**src/rtl/cpu_pkg.sv**
```systemverilog
// cpu_pkg: shared widths and response-owner encoding for the memory arbiter
package cpu_pkg;
  localparam int ADDR_W = 18;
  localparam int DATA_W = 32;
  typedef enum logic {OWN_IF = 1'b0, OWN_D = 1'b1} owner_e;
endpackage

```
**src/rtl/mem_arbiter_rr_arb2.sv**
```systemverilog
// rr_arb2: 2-way round-robin arbiter between fetch and data requesters
//   clk, n_reset        : clock, async active-low reset
//   i_req_if, i_req_d   : requests
//   o_gnt_if, o_gnt_d   : one-hot (or zero) combinational grants, gated by reset
module rr_arb2
  import cpu_pkg::*;
(
  input  logic clk,
  input  logic n_reset,
  input  logic i_req_if,
  input  logic i_req_d,
  output logic o_gnt_if,
  output logic o_gnt_d
);
  owner_e r_last_gnt;
  logic   w_pick_if;
  // fetch wins when alone, or on a tie when data was served last
  assign w_pick_if = i_req_if & (~i_req_d | (r_last_gnt == OWN_D));
  assign o_gnt_if  = n_reset & w_pick_if;
  assign o_gnt_d   = n_reset & i_req_d & ~w_pick_if;
  always_ff @(posedge clk or negedge n_reset)
    if (!n_reset) r_last_gnt <= OWN_D;
    else if (o_gnt_if | o_gnt_d) r_last_gnt <= o_gnt_d ? OWN_D : OWN_IF;
endmodule

```
**src/rtl/mem_arbiter.sv**
```systemverilog
// mem_arbiter: shares one registered-read BRAM port between fetch and data masters
//   fetch side : if_req/if_addr in, if_gnt/if_rvalid out
//   data side  : d_req/d_we/d_addr/d_wdata in, d_gnt/d_rvalid out
//   rdata      : shared read-return bus (mem_rdata passthrough)
//   BRAM side  : mem_en/mem_we/mem_addr/mem_wdata out, mem_rdata in
module mem_arbiter
  import cpu_pkg::*;
#(
  parameter int ADDR_W = cpu_pkg::ADDR_W,
  parameter int DATA_W = cpu_pkg::DATA_W
) (
  input  logic                clk,
  input  logic                n_reset,
  input  logic                if_req,
  input  logic [ADDR_W+1:0]   if_addr,
  output logic                if_gnt,
  output logic                if_rvalid,
  input  logic                d_req,
  input  logic [DATA_W/8-1:0] d_we,
  input  logic [ADDR_W+1:0]   d_addr,
  input  logic [DATA_W-1:0]   d_wdata,
  output logic                d_gnt,
  output logic                d_rvalid,
  output logic [DATA_W-1:0]   rdata,
  output logic                mem_en,
  output logic [DATA_W/8-1:0] mem_we,
  output logic [ADDR_W-1:0]   mem_addr,
  output logic [DATA_W-1:0]   mem_wdata,
  input  logic [DATA_W-1:0]   mem_rdata
);
  logic   w_gnt_if, w_gnt_d, w_rd, w_unused;
  logic   r_rsp_valid;
  owner_e r_rsp_owner;
  rr_arb2 u_arb (
    .clk     (clk),
    .n_reset (n_reset),
    .i_req_if(if_req),
    .i_req_d (d_req),
    .o_gnt_if(w_gnt_if),
    .o_gnt_d (w_gnt_d)
  );
  assign if_gnt    = w_gnt_if;
  assign d_gnt     = w_gnt_d;
  assign mem_en    = w_gnt_if | w_gnt_d;
  assign mem_addr  = w_gnt_d ? d_addr[ADDR_W+1:2] : if_addr[ADDR_W+1:2];
  assign mem_we    = w_gnt_d ? d_we : '0;
  assign mem_wdata = d_wdata;
  assign rdata     = mem_rdata;
  assign w_unused  = ^{if_addr[1:0], d_addr[1:0]};
  // writes retire at grant; only reads expect data back next cycle
  assign w_rd      = w_gnt_if | (w_gnt_d & (d_we == '0));
  always_ff @(posedge clk or negedge n_reset)
    if (!n_reset) begin
      r_rsp_valid <= 1'b0;
      r_rsp_owner <= OWN_IF;
    end else begin
      r_rsp_valid <= w_rd;
      r_rsp_owner <= w_gnt_d ? OWN_D : OWN_IF;
    end
  assign if_rvalid = r_rsp_valid & (r_rsp_owner == OWN_IF);
  assign d_rvalid  = r_rsp_valid & (r_rsp_owner == OWN_D);
endmodule

```
**config.mk**
```make
export PLATFORM = sky130hd
export DESIGN_NAME = mem_arbiter
export DESIGN_NICKNAME = d
export VERILOG_FILES = /design/src/rtl/cpu_pkg.sv /design/src/rtl/mem_arbiter_rr_arb2.sv /design/src/rtl/mem_arbiter.sv
export SDC_FILE = /design/constraint.sdc
export NUM_CORES = 1
export LEC_CHECK = 0
export ABC_AREA = 1
export CORE_AREA = 2 2 78 80
export CTS_BUF_LIST = sky130_fd_sc_hd__clkbuf_16
export CTS_CLUSTER_DIAMETER = 50
export DETAILED_ROUTE_END_ITERATION = 10
export DIE_AREA = 0 0 80 82
export PLACE_DENSITY = 0.9
export SYNTH_ARGS = -nofsm -noshare
export SYNTH_HDL_FRONTEND = slang
export SYNTH_SLANG_ARGS = --single-unit
```
**constraint.sdc**
```tcl
create_clock -name clk -period 1.3 [get_ports clk]
set_clock_uncertainty 0.05 [all_clocks]
set_input_delay 0.26 -clock clk [delete_from_list [all_inputs] [get_ports clk]]
set_output_delay 0.26 -clock clk [all_outputs]
set_load 0.01 [all_outputs]
```
==> results of run 1 <==
## per-stage QoR
step | total power [uW] | setup slack (ps) | setup TNS (ps) | hold slack (ps)
after floorplan | 478 | -62.6 | -791 | -85.6
after global placement | 600 | -850 | -20560 | 428
after detailed placement | 608 | -887 | -20880 | 444
after CTS | 1180 | -495 | -11260 | 40.5
after global routing | 1280 | -519 | -11890 | 71.5
final | 1220 | -476 | -10740 | 49.0
## sequential cells by signal (all words and copies together), names as in the netlist
signal            cells
r_rsp_owner           1
r_rsp_valid           1
u_arb.r_last_gnt      1
## cell type report
cell class | instances | area share
inverter | 10 | 0.0232
sequential | 3 | 0.0416
timing repair buffer | 92 | 0.532
clock inverter | 1 | 0.00204
multi-input combinational | 71 | 0.309
clock buffer | 3 | 0.0409
tap | 75 | 0.0511
## per-layer routing
layer  share of wire  global-route usage  vias to the layer above  routed length [um]
met5               0                   0                        -                   0
met4           0.072              0.0881                        0                 246
met3            0.10              0.0253                       36                 341
met2            0.53               0.158                       64                1800
met1            0.30              0.0788                      449                1020
li1                -                   -                      459                   -
## synthesized netlist by cell type
| library cell | instances | area share |
|---|---|---|
| nor2_1 | 3 | 0.012 |
| buf_4 | 66 | 0.52 |
| dfrtp_1 | 2 | 0.053 |
| buf_6 | 2 | 0.024 |
| inv_2 | 1 | 0.0039 |
| nand3_1 | 21 | 0.11 |
| dfstp_2 | 1 | 0.028 |
| inv_1 | 9 | 0.036 |
| nand2_1 | 40 | 0.16 |
| nor2_2 | 3 | 0.020 |
| nand2_2 | 1 | 0.0066 |
| nand2_4 | 2 | 0.024 |
| o21ai_0 | 1 | 0.0053 |
## cells in the final DEF (no fill, tap or decap), drive strengths merged
master          n
dfstp           1
dfrtp           2
o21ai           1
nand2          43
dlygate4sd2     4
inv            11
nand3          21
clkbuf          3
nor2            6
clkdlybuf4s50  40
buf            47
dlymetal6s2s    1
## what timing repair did
action,4_1_cts,5_1_grt
hold buffers,0,0
resized for setup,138,45
buffers inserted,10,2
gates cloned,2,0
endpoints found under the hold margin,0,0
pin swaps,2,12
endpoints found under the setup margin,27,26
## report_power, final
part	total, uW	internal, uW	switching (uW)
sequential	111	105	5.56
combinational	630	368	262
clock	481	397	84.8
total	1220	870	353
## kinds of logic after synthesis
kind of cell	share of synthesized area
buffers and inverters	0.584
AND/OR/NAND/NOR	0.330
flip-flops	0.0803
AO/OA/AOI/OAI	0.00526
## worst paths after layout
| kind | start | slack [ps] | end |
|---|---|---|---|
| worst max register to register | u_arb.r_last_gnt | -20 | r_rsp_owner |
| worst min register to register | u_arb.r_last_gnt | 440 | u_arb.r_last_gnt |
| worst min-delay path | n_reset | 50 | r_rsp_valid |
| min in group clk | if_req | 410 | r_rsp_valid |
| worst max-delay path | u_arb.r_last_gnt | -480 | mem_addr[15] |
| max in group asynchronous | n_reset | 960 | u_arb.r_last_gnt |
==> results by group, run 1 <==
Run status
  • Status: finished with violations
  • Failing checks: negative setup slack

Place
  • I/O Buffers: 70
  • Post-DP HPWL: 2340 um
  • GP Congestion: 0.609
  • Placed inst area: 1430 sq um
  • Placed cells: 240

Logic synthesis
  • Count of cell types in the netlist: 13
  • Seq/Total Area, Yosys: 0.0803
  • Cell Area, Synth: 951 sq um
  • Synthesized area per cell: 6.26 sq um
  • Seq cells post-synth: 3
  • Ys Warns: 0
  • Mapped Nets: 264
  • Cell count after synthesis: 152

Detailed routing
  • Via count: 1,008
  • Final wirelength: 3410 um
  • Drt first pass iters: 4
  • Final ANT Viol Nets: 0
  • Via/cell ratio: 3.95
  • DRC viols: 0
  • DR iter-0 viols: 11
  • Wire length per cell: 13.4 um

Floorplan
  • IO Count: 203
  • Core Region: 5750 sq um
  • Horiz. Die Dim: 80 um
  • Die Y: 82 um
  • Row count: 28
  • Initial Utilization: 0.166
  • Die area: 6560 sq um

STA
  • Final min period: 1780 ps
  • Max-slew headroom: 0.859
  • Final period util: 1.37
  • Least-Margin Pin Slew: 211 ps
  • RSZ-0062 raised after global routing: true
  • FMAX: 563 MHz
  • Final setup viols: 26
  • Final-report max-slew violation count: 0
  • Worst setup slack after layout: -476 ps
  • Endpoints failing hold: 0

Clocking
  • Clock Tree Buf Depth: 2
  • Total CTS buffers: 3
  • Clock Latency Late Sink: 220 ps
  • Clk slew on worst S/H paths: 30 ps
  • CTS tree: built
  • Clock Root Buffer: clkbuf_16
  • Depth of the CTS H-tree: 1
  • Sink Count: 3

Power and ir drop
  • Worst IR drop on VDD: 0.898 mV
  • Pwr Density: 666 nW/um^2
  • Leak: 0.000844 uW

Setup path
  • Setup crit end kind: output port
  • Worst Path Buf+Inv: 4
  • Top cell family by delay on the critical path: flip-flops
  • Cells on worst reg2reg path: 8
  • Crit path depth: 8
  • WP data required: 990 ps
  • CP arrival: 1470 ps
  • Crit-path max cell delay: 530 ps
  • Crit Path Max Fanout: 10
  • Path type of the worst setup path: register to output port
  • Slowest-stage cell, CP: dfstp_2
  • Critical Path Start Type: register
  • Ordered list of cells on the worst path: inv_2 -> nand2_4 -> nand2_4 -> buf_6 -> buf_12 -> nand3_2 -> nand2_2 -> buf_6

Cells and area
  • FILL cells: 622
  • Multi-input gate area: 568 sq um
  • Area grow syn2layout: 93.2%
  • Layout net count: 293
  • Seq. cell area: 76.3 sq um
  • Ant diodes: 0
  • Ratio of cells with drive above 1 in the final layout: 0.622
  • Cell Count, Final, Fillers Out: 255
  • Fin util: 0.320
  • Fin area: 1840 sq um

GRT
  • Initial antenna violation count: 0
  • Global route overflow: 0
  • Wire length of the first global-routing pass: 4370 um
  • GRT Overall Usage: 0.0886
  • Largest net degree at the start of global routing: 11
  • Number of global-route vias before repair: 939

Worst hold path
  • Worst Hold Class: input port to asynchronous set/reset pin

Flow run
  • MaxCap Viol Count: 0
Power figures use the tool's default switching activity.
==> inputs of run 2 (changes only) <==
- GPL_ROUTABILITY_DRIVEN: unset -> 0
- SKIP_LAST_GASP: unset -> 1
- SLEW_MARGIN: unset -> 20
==> run 2 against run 1 <==
  * The run still ends with negative setup slack left
  * Global-route usage about the same
  * Clock power about the same
  * Non-clock buffer count unchanged
  * Hold slack improved by 4.3 ps
  * Via count increased by 0.99%
  * Utilization about the same
  * Combinational power about the same
  * Sequential power about the same
  * Sequential share of layout area about the same
  * Maximum frequency decreased by 0.84%
  * First-iteration DRC count increased by 9.1%
  * Register-to-register slack got worse by 30 ps
  * Critical path type unchanged
  * Largest power group unchanged
==> results by group, run 2 (synthesis results as in run 1) <==
Cells and area
  • Area grow syn2layout: 92.9%
  • Commonest non-fill, non-tap cells in the layout: clkdlybuf4s50_1, nand2_2, buf_6
  • Biggest regs: r_rsp_owner (1), r_rsp_valid (1), u_arb.r_last_gnt (1)
  • Ratio of cells with drive above 1 in the final layout: 0.622 (unchanged)
  • Ant diodes: 0 (unchanged)
  • Cell Count, Final, Fillers Out: 255 (unchanged)
  • FILL cells: 620 (-0.32%)
  • Layout net count: 293 (unchanged)
  • Most common cell after layout, fill and taps aside: clkdlybuf4s50_1

GRT
  • GRT busiest layer: met2
  • Number of global-route vias before repair: 940 (+0.11%)
  • M1 GR Usage: 0.0788 (unchanged)
  • Global Route met2 Usage: 0.157 (-0.00167)
  • Global route overflow: 0 (unchanged)
  • Met3 Track Usage GR: 0.0253 (unchanged)
  • Wire length of the first global-routing pass: 4360 um (-0.16%)
  • Initial antenna violation count: 0 (unchanged)
  • Largest net degree at the start of global routing: 11 (unchanged)
  • GRT Overall Usage: 0.0882 (-0.000459)

Flow run
  • MaxCap Viol Count: 0 (unchanged)

Setup path
  • Worst Path Buf+Inv: 4 (unchanged)
  • CP startpoint: u_arb.r_last_gnt
  • Ordered list of cells on the worst path: inv_2 -> nand2_4 -> nand2_4 -> buf_6 -> buf_12 -> nand3_2 -> nand2_2 -> buf_6
  • Crit path depth: 8 (unchanged)
  • Top cell family by delay on the critical path: flip-flops
  • Cells on worst reg2reg path: 8 (unchanged)
  • Crit Path Max Fanout: 10 (unchanged)
  • Crit-path max cell delay: 540 ps (about the same)
  • FF-to-FF Start: u_arb.r_last_gnt
  • Worst Setup EP: mem_addr[15]
  • Critical Path Start Type: register
  • WP data required: 990 ps (about the same)
  • Path type of the worst setup path: register to output port
  • Slowest-stage cell, CP: dfstp_2
  • CP arrival: 1480 ps (about the same)
  • Reg2Reg Setup Slack: -50 ps (-30 ps)
  • R2r endpoint: r_rsp_owner
  • Setup crit end kind: output port

Power and ir drop
  • Net Sw Frac: 0.290 (+0.00150)
  • Combinational share of power: 0.515 (about the same)
  • Leak: 0.000840 uW (-0.51%)
  • Clk pwr share: 0.393 (about the same)
  • Reg power frac: 0.092 (about the same)
  • Switching pwr: 355 uW (+0.62%)
  • Cell Int Power: 869 uW (-0.11%)
  • Pwr Density: 667 nW/um^2 (+0.24%)
  • Worst IR drop on VDD: 0.899 mV (about the same)

Floorplan
  • Initial Utilization: 0.166 (unchanged)
  • Core Region: 5750 sq um (unchanged)
  • Die area: 6560 sq um (unchanged)
  • IO Count: 203 (unchanged)
  • Row count: 28 (unchanged)
  • Die Y: 82 um (unchanged)
  • Horiz. Die Dim: 80 um (unchanged)

STA
  • RSZ-0062 raised after global routing: true
  • FMAX: 558 MHz (-0.84%)
  • Worst setup slack after layout: -491 ps (-15.0 ps)
  • Max-slew headroom: 0.859 (about the same)
  • Worst hold margin: 53.2 ps (+4.27 ps)
  • Final-report max-slew violation count: 0 (unchanged)
  • Endpoints failing hold: 0 (unchanged)
  • Final min period: 1790 ps (+15.0 ps)
  • Least-Margin Pin Slew: 211 ps (-0.200 ps)
  • Final setup viols: 26 (unchanged)
  • Final period util: 1.38 (+0.0116)
  • Sum Neg Setup Slack: -11,120 ps (-380 ps)

Detailed routing
  • DRC viols: 0 (unchanged)
  • Final wirelength: 3460 um (+1.5%)
  • Drt first pass iters: 3 (-1)
  • Via/cell ratio: 3.99 (+0.99%)
  • Via count: 1,018 (+0.99%)
  • DR iter-0 viols: 12 (+1)
  • Final ANT Viol Nets: 0 (unchanged)
  • Wire length per cell: 13.6 um (+1.5%)

Clocking
  • Hold-fix buffers, CTS: 0 (unchanged)
  • CTS tree: built
  • Clock Tree Buf Depth: 2 (unchanged)
  • Total CTS buffers: 3 (unchanged)
  • Clk slew on worst S/H paths: 30 ps (about the same)
  • Depth of the CTS H-tree: 1 (unchanged)
  • Clock Root Buffer: clkbuf_16
  • Sink Count: 3 (unchanged)
  • Clock Latency Late Sink: 220 ps (about the same)

Run status
  • Status: finished with violations
  • Failing checks: negative setup slack

Place
  • Placed cells: 240 (unchanged)
  • I/O Buffers: 70 (unchanged)
  • Post-DP HPWL: 2340 um (unchanged)

Worst hold path
  • Worst Hold Class: input port to asynchronous set/reset pin
## run 2: layout make-up
cell class	instances	area [sq um]	area share
inverters	10	42.5	0.0232
well taps	75	93.8	0.0512
clock inverters	1	3.75	0.00205
flip-flops and latches	3	76.3	0.0416
clock buffers	3	75.1	0.0409
multi-input cells	71	568	0.310
repair buffers	92	975	0.531
## run 2: worst reg2reg max path, stage by stage, from the launching register on
cell and delay [ps]:
dfstp_2 540, inv_2 50, nand2_4 60, nand2_4 70
nand2_8 100, buf_12 130, buf_6 100, inv_4 30
buf_4 110
## run 2: worst min path at each step
stage	startpoint	to	slack, ps	cells after the start
after global placement	u_arb.r_last_gnt	u_arb.r_last_gnt	430	2
final	n_reset	r_rsp_valid	50	2
after detailed placement	u_arb.r_last_gnt	u_arb.r_last_gnt	440	2
after floorplan	n_reset	r_rsp_owner	-90	0
after CTS	n_reset	r_rsp_valid	40	2
after global routing	n_reset	r_rsp_owner	70	2
## run 2: stage by stage
step / total power [uW] / area [sq um] / setup WS [ps] / util
global route: 1280 / 1830 / -522 / 0.319
global placement: 600 / 1430 / -850 / 0.248
finish: 1220 / 1830 / -491 / 0.319
floorplan: 478 / 993 / -62.6 / -
CTS: 1170 / 1690 / -495 / 0.293
detailed placement: 608 / 1430 / -887 / 0.248
## run 2: what timing repair did
action	4_1_cts	5_1_grt
cloned	2	0
pin swaps	2	11
setup endpoints to repair	27	27
setup buffers	10	2
gates resized for setup	135	48
## run 2: routing by layer
layer | share of wire | vias to the layer above
met3 | 0.095 | 36
met4 | 0.071 | 0
met5 | 0 | -
met2 | 0.53 | 64
li1 | - | 458
met1 | 0.31 | 460
## run 2: power groups by stage
stage | Combinational [uW] | Clock, uW | Sequential [uW]
final | 630 | 481 | 112
after global placement | 489 | 0 | 111
after floorplan | 368 | 0 | 110
after CTS | 574 | 489 | 111
after global routing | 671 | 498 | 112
after detailed placement | 497 | 0 | 111
